==> src/rtl/timer_pkg.sv <==
`default_nettype none
// ============================================================================
// Module      : timer_pkg
// Description : Shared BCD constants, preset ranges and conversion helpers
//               for the timer datapath counters.
// Revision    : 1.0 - initial release
// ============================================================================
package timer_pkg;

  localparam int BCD_W   = 4;
  localparam int MAX_DIG = 4;
  localparam int FULL_W  = MAX_DIG * BCD_W;

  localparam int SEC_MAX  = 59;
  localparam int MIN_MAX  = 59;
  localparam int HR24_MAX = 23;
  localparam int HR12_MIN = 1;
  localparam int HR12_MAX = 12;

  function automatic logic [FULL_W-1:0] int_to_bcd(input int unsigned val);
    logic [FULL_W-1:0] r;
    int unsigned       v;
    r = '0;
    v = val;
    for (int i = 0; i < MAX_DIG; i++) begin
      r[i*BCD_W +: BCD_W] = BCD_W'(v % 10);
      v = v / 10;
    end
    return r;
  endfunction

  function automatic int unsigned bcd_to_bin(input logic [FULL_W-1:0] bcd);
    int unsigned r;
    r = 0;
    for (int i = MAX_DIG - 1; i >= 0; i--) begin
      r = r * 10 + 32'(bcd[i*BCD_W +: BCD_W]);
    end
    return r;
  endfunction

endpackage
`default_nettype wire

==> src/rtl/bcd_digit_step.sv <==
`default_nettype none
// ============================================================================
// Module      : bcd_digit_step
// Description : Combinational single BCD digit increment/decrement cell with
//               ripple carry/borrow in and out.
// Revision    : 1.0 - initial release
// ============================================================================
module bcd_digit_step
  import timer_pkg::*;
(
  input  logic [BCD_W-1:0] digit_i,
  input  logic             up_i,
  input  logic             down_i,
  input  logic             cin_i,
  output logic [BCD_W-1:0] digit_o,
  output logic             cout_o
);

  always_comb begin
    digit_o = digit_i;
    cout_o  = 1'b0;
    if (cin_i) begin
      if (up_i) begin
        if (digit_i >= 4'd9) begin
          digit_o = 4'd0;
          cout_o  = 1'b1;
        end else begin
          digit_o = digit_i + 4'd1;
        end
      end else if (down_i) begin
        if (digit_i == 4'd0) begin
          digit_o = 4'd9;
          cout_o  = 1'b1;
        end else begin
          digit_o = digit_i - 4'd1;
        end
      end
    end
  end

endmodule
`default_nettype wire

==> src/rtl/bcd_mod_counter.sv <==
`default_nettype none
// ============================================================================
// Module      : bcd_mod_counter
// Description : Multi-digit BCD modulo counter with up/down stepping, wrap
//               carry/borrow pulses and range-checked parallel load.
// Revision    : 1.0 - initial release
// ============================================================================
module bcd_mod_counter
  import timer_pkg::*;
#(
  parameter int NDIG    = 2,
  parameter int MIN_VAL = 0,
  parameter int MAX_VAL = 23
) (
  input  logic                  clk,
  input  logic                  rst,
  input  logic                  inc,
  input  logic                  dec,
  input  logic                  hold,
  input  logic                  load,
  input  logic [4*NDIG-1:0]     load_val,
  output logic [4*NDIG-1:0]     out_q,
  output logic                  carry,
  output logic                  borrow,
  output logic                  load_err
);

  localparam int                W        = NDIG * BCD_W;
  localparam int unsigned       MIN_U    = MIN_VAL;
  localparam int unsigned       MAX_U    = MAX_VAL;
  localparam logic [FULL_W-1:0] MIN_FULL = int_to_bcd(MIN_U);
  localparam logic [FULL_W-1:0] MAX_FULL = int_to_bcd(MAX_U);
  localparam logic [W-1:0]      MIN_BCD  = MIN_FULL[W-1:0];
  localparam logic [W-1:0]      MAX_BCD  = MAX_FULL[W-1:0];

  logic [W-1:0]      cnt_q, cnt_d;
  logic              carry_q, carry_d;
  logic              borrow_q, borrow_d;
  logic              err_q, err_d;

  logic [W-1:0]      step_val;
  logic [NDIG:0]     chain;
  logic              unused_cout;
  logic              step_up, step_dn;
  logic [FULL_W-1:0] load_pad;
  int unsigned       load_bin;
  logic              digits_ok;
  logic              load_ok;

  assign step_up  = inc & ~dec;
  assign step_dn  = dec & ~inc;
  assign chain[0] = 1'b1;

  // Ripple chain: the units digit always steps, higher digits step on carry-in.
  for (genvar g = 0; g < NDIG; g++) begin : g_digit
    bcd_digit_step u_step (
      .digit_i (cnt_q[g*BCD_W +: BCD_W]),
      .up_i    (step_up),
      .down_i  (step_dn),
      .cin_i   (chain[g]),
      .digit_o (step_val[g*BCD_W +: BCD_W]),
      .cout_o  (chain[g+1])
    );
  end

  // Top-digit overflow cannot occur: wrap at MAX_VAL takes over first.
  assign unused_cout = chain[NDIG];

  assign load_pad = FULL_W'(load_val);
  assign load_bin = bcd_to_bin(load_pad);

  always_comb begin
    digits_ok = 1'b1;
    for (int i = 0; i < NDIG; i++) begin
      if (load_val[i*BCD_W +: BCD_W] > 4'd9) digits_ok = 1'b0;
    end
  end

  assign load_ok = digits_ok && (load_bin >= MIN_U) && (load_bin <= MAX_U);

  always_comb begin
    cnt_d    = cnt_q;
    carry_d  = 1'b0;
    borrow_d = 1'b0;
    err_d    = 1'b0;
    if (load) begin
      if (load_ok) cnt_d = load_val;
      else         err_d = 1'b1;
    end else if (!hold) begin
      if (step_up) begin
        if (cnt_q == MAX_BCD) begin
          cnt_d   = MIN_BCD;
          carry_d = 1'b1;
        end else begin
          cnt_d = step_val;
        end
      end else if (step_dn) begin
        if (cnt_q == MIN_BCD) begin
          cnt_d    = MAX_BCD;
          borrow_d = 1'b1;
        end else begin
          cnt_d = step_val;
        end
      end
    end
  end

  always_ff @(posedge clk) begin
    if (rst) begin
      cnt_q    <= MIN_BCD;
      carry_q  <= 1'b0;
      borrow_q <= 1'b0;
      err_q    <= 1'b0;
    end else begin
      cnt_q    <= cnt_d;
      carry_q  <= carry_d;
      borrow_q <= borrow_d;
      err_q    <= err_d;
    end
  end

  assign out_q    = cnt_q;
  assign carry    = carry_q;
  assign borrow   = borrow_q;
  assign load_err = err_q;

endmodule
`default_nettype wire
==> config.mk <==
export PLATFORM = sky130hd
export DESIGN_NAME = bcd_mod_counter
export DESIGN_NICKNAME = d
export VERILOG_FILES = /design/src/rtl/timer_pkg.sv /design/src/rtl/bcd_digit_step.sv /design/src/rtl/bcd_mod_counter.sv
export SDC_FILE = /design/constraint.sdc
export NUM_CORES = 1
export LEC_CHECK = 0
export CAP_MARGIN = 20
export CELL_PAD_IN_SITES_DETAIL_PLACEMENT = 0
export CELL_PAD_IN_SITES_GLOBAL_PLACEMENT = 2
export CORE_MARGIN = 2
export CORE_UTILIZATION = 30
export DETAILED_ROUTE_END_ITERATION = 12
export PLACE_DENSITY = 0.87
export SLEW_MARGIN = 40
export SYNTH_ARGS = -nofsm -noshare
export SYNTH_HDL_FRONTEND = slang
export SYNTH_SLANG_ARGS = --single-unit
==> constraint.sdc <==
create_clock -name clk -period 3.3 [get_ports clk]
set_input_delay 0.825 -clock clk [delete_from_list [all_inputs] [get_ports clk]]
set_output_delay 0.825 -clock clk [all_outputs]
set_load 0.02 [all_outputs]
==> results <==
- The layout-stage area growth over the synthesis result is 37.8%.
- The worst hold slack across all endpoints is 0.621 ns.
- The first global-routing pass estimated 6550 um of wire.
- The cell type with the largest total area after synthesis is dfxtp_1.
- After detailed routing, the met3 layer carries 201 um of wire.
- After detailed routing, the wire length on met1 is 1740 um.
- The largest single stage delay on the critical path is 0.63 ns.
- The tree is rooted in a clkbuf_8.
- Across all register-to-register paths, the minimum setup slack is 0.88 ns.
- After detailed routing, the number of vias per cell comes to 5.78.
- Row generation in the floorplan step produced 23 rows.
- After filler insertion, the fill cell instance count of the layout stands at 408.
- The number of enable-type register cells in the synthesized netlist is 0.
- The clock input transition at the sequential cells of the worst setup and hold paths is 0.06 ns.
- Headroom to the max-slew limit came out at 0.553.
- Traced cell by cell, the critical path runs through clkdlybuf4s50_1 > ha_2 > ha_4 > fa_2 > nor2_1 > a21oi_1 > o211ai_1 > o21ai_2 > nand2_2 > a221oi_2.
- After synthesis, the cell types taking the most area are dfxtp_1 (17%), ha_1 (14%), nor2_1 (5.3%).
- The worst hold path endpoint is out_q[5]$_SDFFE_PP0P_.
- The count of endpoints failing hold in the final timing report is 0.
- Of the available clock period, the critical path in the final layout requires 0.964.
- The final antenna-violating net count is 0.
- Port buffering added 24 buffers.
- The number of buffers inserted for hold repair after clock tree synthesis is 0.
- The initial antenna violation count was 0.
- At the worst endpoint, the required time is 3.46 ns.
- In this run the worst path has a maximum fanout of 5.
- The routed layout has 1386 vias.
- The final-report max-slew violation count is 0.
- Counting flops with an async set or reset pin after synthesis yields a share of 0.
- After detailed routing, no signal wire sits above met4.
- The core area is 4030 sq um.
- The effective utilization at floorplan is 0.315.
- On the critical path, the stage with the largest delay is an instance of fa_2.
- The area of the mapped netlist is 1270 sq um.
- The final net count is 221.
- The critical path in this run is classified as in2reg.
- After legalization and detailed placement, the total HPWL measured 3000 um.
- The power density normalized to cell area is 337 nW/um^2.
- The startpoint kind of the worst setup timing path is a primary input.
- The number of CTS-inserted buffers is 3.
- 0 antenna diodes ended up in the layout.
- The worst-case clock skew is 0.0102 ns.
- In this run the vertical extent of the chip is 69.1 um.
- Grouping stages by cell kind, the critical path spends the most delay in adder cells.
- The die covers 4770 sq um.
- The number of cells on the worst reg-to-reg path is 7.
- Measured on the finished design, the core utilization comes to 0.434.
- The via count of the first global-routing pass came to 1405.
- The total of warnings raised by yosys is 0.
- The worst setup slack after layout is 0.118 ns.
- The number of max-cap violations is 0.
- For the worst-skew pair, the clock arrives at the later sink with an insertion delay of 0.25 ns.
- In this run the critical register-to-register path is captured at out_q[7]$_SDFFE_PP0P_.
- The kind of capture point of the worst setup path is a register.
- The measured slew at the worst slew-check pin is 0.664 ns.
- The deepest clock path buffer count is 2.
- The register bit count reported by yosys is 11.
- The first detailed-routing pass ran for 4 iterations.
- The share of the synthesized area in the top cell type is 0.173.
- The total global-route track usage is 0.165.
- The routed length per instance is 16.4 um.
- The synthesized netlist net count is 187.
- Counting every sink on the clock net gives 11.
- The cell area reported after detailed placement is 1600 sq um.
- In this run the most critical hold path is launched from out_q[5]$_SDFFE_PP0P_.
- The worst register-to-register path begins at out_q[4]$_SDFFE_PP0P_.
- The width of the die is 69.1 um.
- The weighted congestion reported at the end of routability-driven placement is 0.861.
- The final cell area excluding filler cells is 1750 sq um.
- The run finished with clean final reports.
- Averaged over all synthesized cells, the footprint is 8.09 sq um.
- TritonCTS built the clock tree.
- Global routing finished with a remaining overflow of 0.
- The worst hold path belongs to the class reg2reg.
- The detailed-route DRC error count is 0.
- The number of buffers and inverters on the critical path is 1.
- The number of setup violations in the final report is 0.
- Among all flip-flop cells after synthesis, the most frequent one is dfxtp_1.
- The arrival time of the worst setup path is 3.34 ns.
- The number of distinct standard cells referenced by the synthesized netlist is 48.
- The worst slack at placement is -0.471 ns.
- In this run the count of I/O pins placed on the die edge is 25.
- In the layout the commonest cells are clkdlybuf4s50_1 (21), nor2_1 (17), buf_4 (14), ha_1 (11), dfxtp_1 (11).
- The maximum vdd drop is 0.131 mV.
- The routed design uses 1940 um of met2 wire.
- The largest net degree at the start of global routing is 18.
- For the finished layout, the period the worst path requires is 3.18 ns.
- The worst setup path startpoint is load_val[4].
- The leakage power total is 0.000668 uW.
- The count of cells along the worst hold path is 2.
- The detailed router finished its first iteration with 122 violations.
- The fraction of final layout cells with drive strength greater than 1 is 0.200.
- Of the synthesized area, sequential elements account for 0.173.
- The total design power is 590 uW.
- Timing would allow up to 0.314 GHz.
- The H-tree depth reported by CTS is 1.
- The post-synthesis instance total is 157.
- The total detailed-routing wirelength is 3940 um.
- The most frequent standard cell in the layout excluding fill and tap cells is clkdlybuf4s50_1.
kinds of logic after synthesis:
family | Yosys count | synth area share
DFF | 11 | 0.173
buffers and inverters | 18 | 0.0670
adders and majority gates | 16 | 0.169
muxes | 2 | 0.0167
AOI/OAI and AO/OA | 56 | 0.344
and+or+nand+nor | 53 | 0.223
xor gates and xnor gates | 1 | 0.00690
metrics by stage:
| step | cells | TNS (ns) |
|---|---|---|
| after floorplan | 157 | 0 |
| after global placement | 233 | -2.26 |
| after detailed placement | 233 | -3.33 |
| after CTS | 239 | 0 |
| after global routing | 240 | -0.00843 |
| final | 240 | 0 |
cell usage after synthesis (3+ instances only):
cell type	instances
and3_1	3
a21oi_1	3
inv_1	9
a31oi_1	5
nor2_1	18
nand2_1	9
buf_2	4
a221oi_1	4
nand3_1	3
o31ai_1	5
o21ai_1	4
nand4_1	3
dfxtp_1	11
ha_1	14
o21ai_0	9
nor4_1	3
a211oi_1	5
o211ai_1	6
nor2b_1	3
worst register-to-register path, stage by stage, from the launching register on:
cell and delay [ns]:
dfxtp_1 0.40, inv_1 0.17, ha_1 0.26, or3b_1 0.50, o21ai_0 0.32, nor2_1 0.13
a221oi_1 0.38, a221oi_2 0.12
worst max-delay path by stage:
stage | cells past startpoint | end | slack (ns)
5_1_grt | 10 | out_q[7]$_SDFFE_PP0P_ | -0.008
4_1_cts | 10 | out_q[6]$_SDFFE_PP0P_ | 0.001
3_5_place_dp | 10 | out_q[2]$_SDFFE_PP0P_ | -0.47
3_3_place_gp | 10 | out_q[0]$_SDFFE_PP0P_ | -0.34
6_report | 10 | out_q[7]$_SDFFE_PP0P_ | 0.12
2_1_floorplan | 9 | out_q[4]$_SDFFE_PP0P_ | 0.25
registers in the layout, indices dropped and copies added, names as in the netlist:
| signal | count |
|---|---|
| out_q | 8 |
| borrow | 1 |
| carry | 1 |
| load_err | 1 |
what timing repair did:
action / 4_1_cts / 5_1_grt
gates cloned: 0 / 0
buffers inserted: 2 / 1
resized for setup: 8 / 10
endpoints found under the setup margin: 8 / 8
pin swaps: 5 / 9
metal layers:
layer  track usage  up-vias
li1              -      674
met1         0.203      654
met2         0.282       51
met3        0.0219        7
met4        0.0784        0
met5             0        -
layout make-up:
type | count | area (sq um) | share of cell area
Sequential cell | 11 | 220 | 0.126
Clock buffer | 4 | 45.0 | 0.0257
Inverter | 9 | 33.8 | 0.0193
Timing Repair Buffer | 38 | 353 | 0.202
Multi-Input combinational cell | 128 | 1040 | 0.592
Tap cell | 50 | 62.6 | 0.0357
power breakdown:
group	internal (uW)	leakage (uW)	switching (uW)
Combinational	133	0.000555	151
Clock	85.1	0.0000228	55.6
Sequential	143	0.0000898	22.4
(Power assumes the default switching activity.)
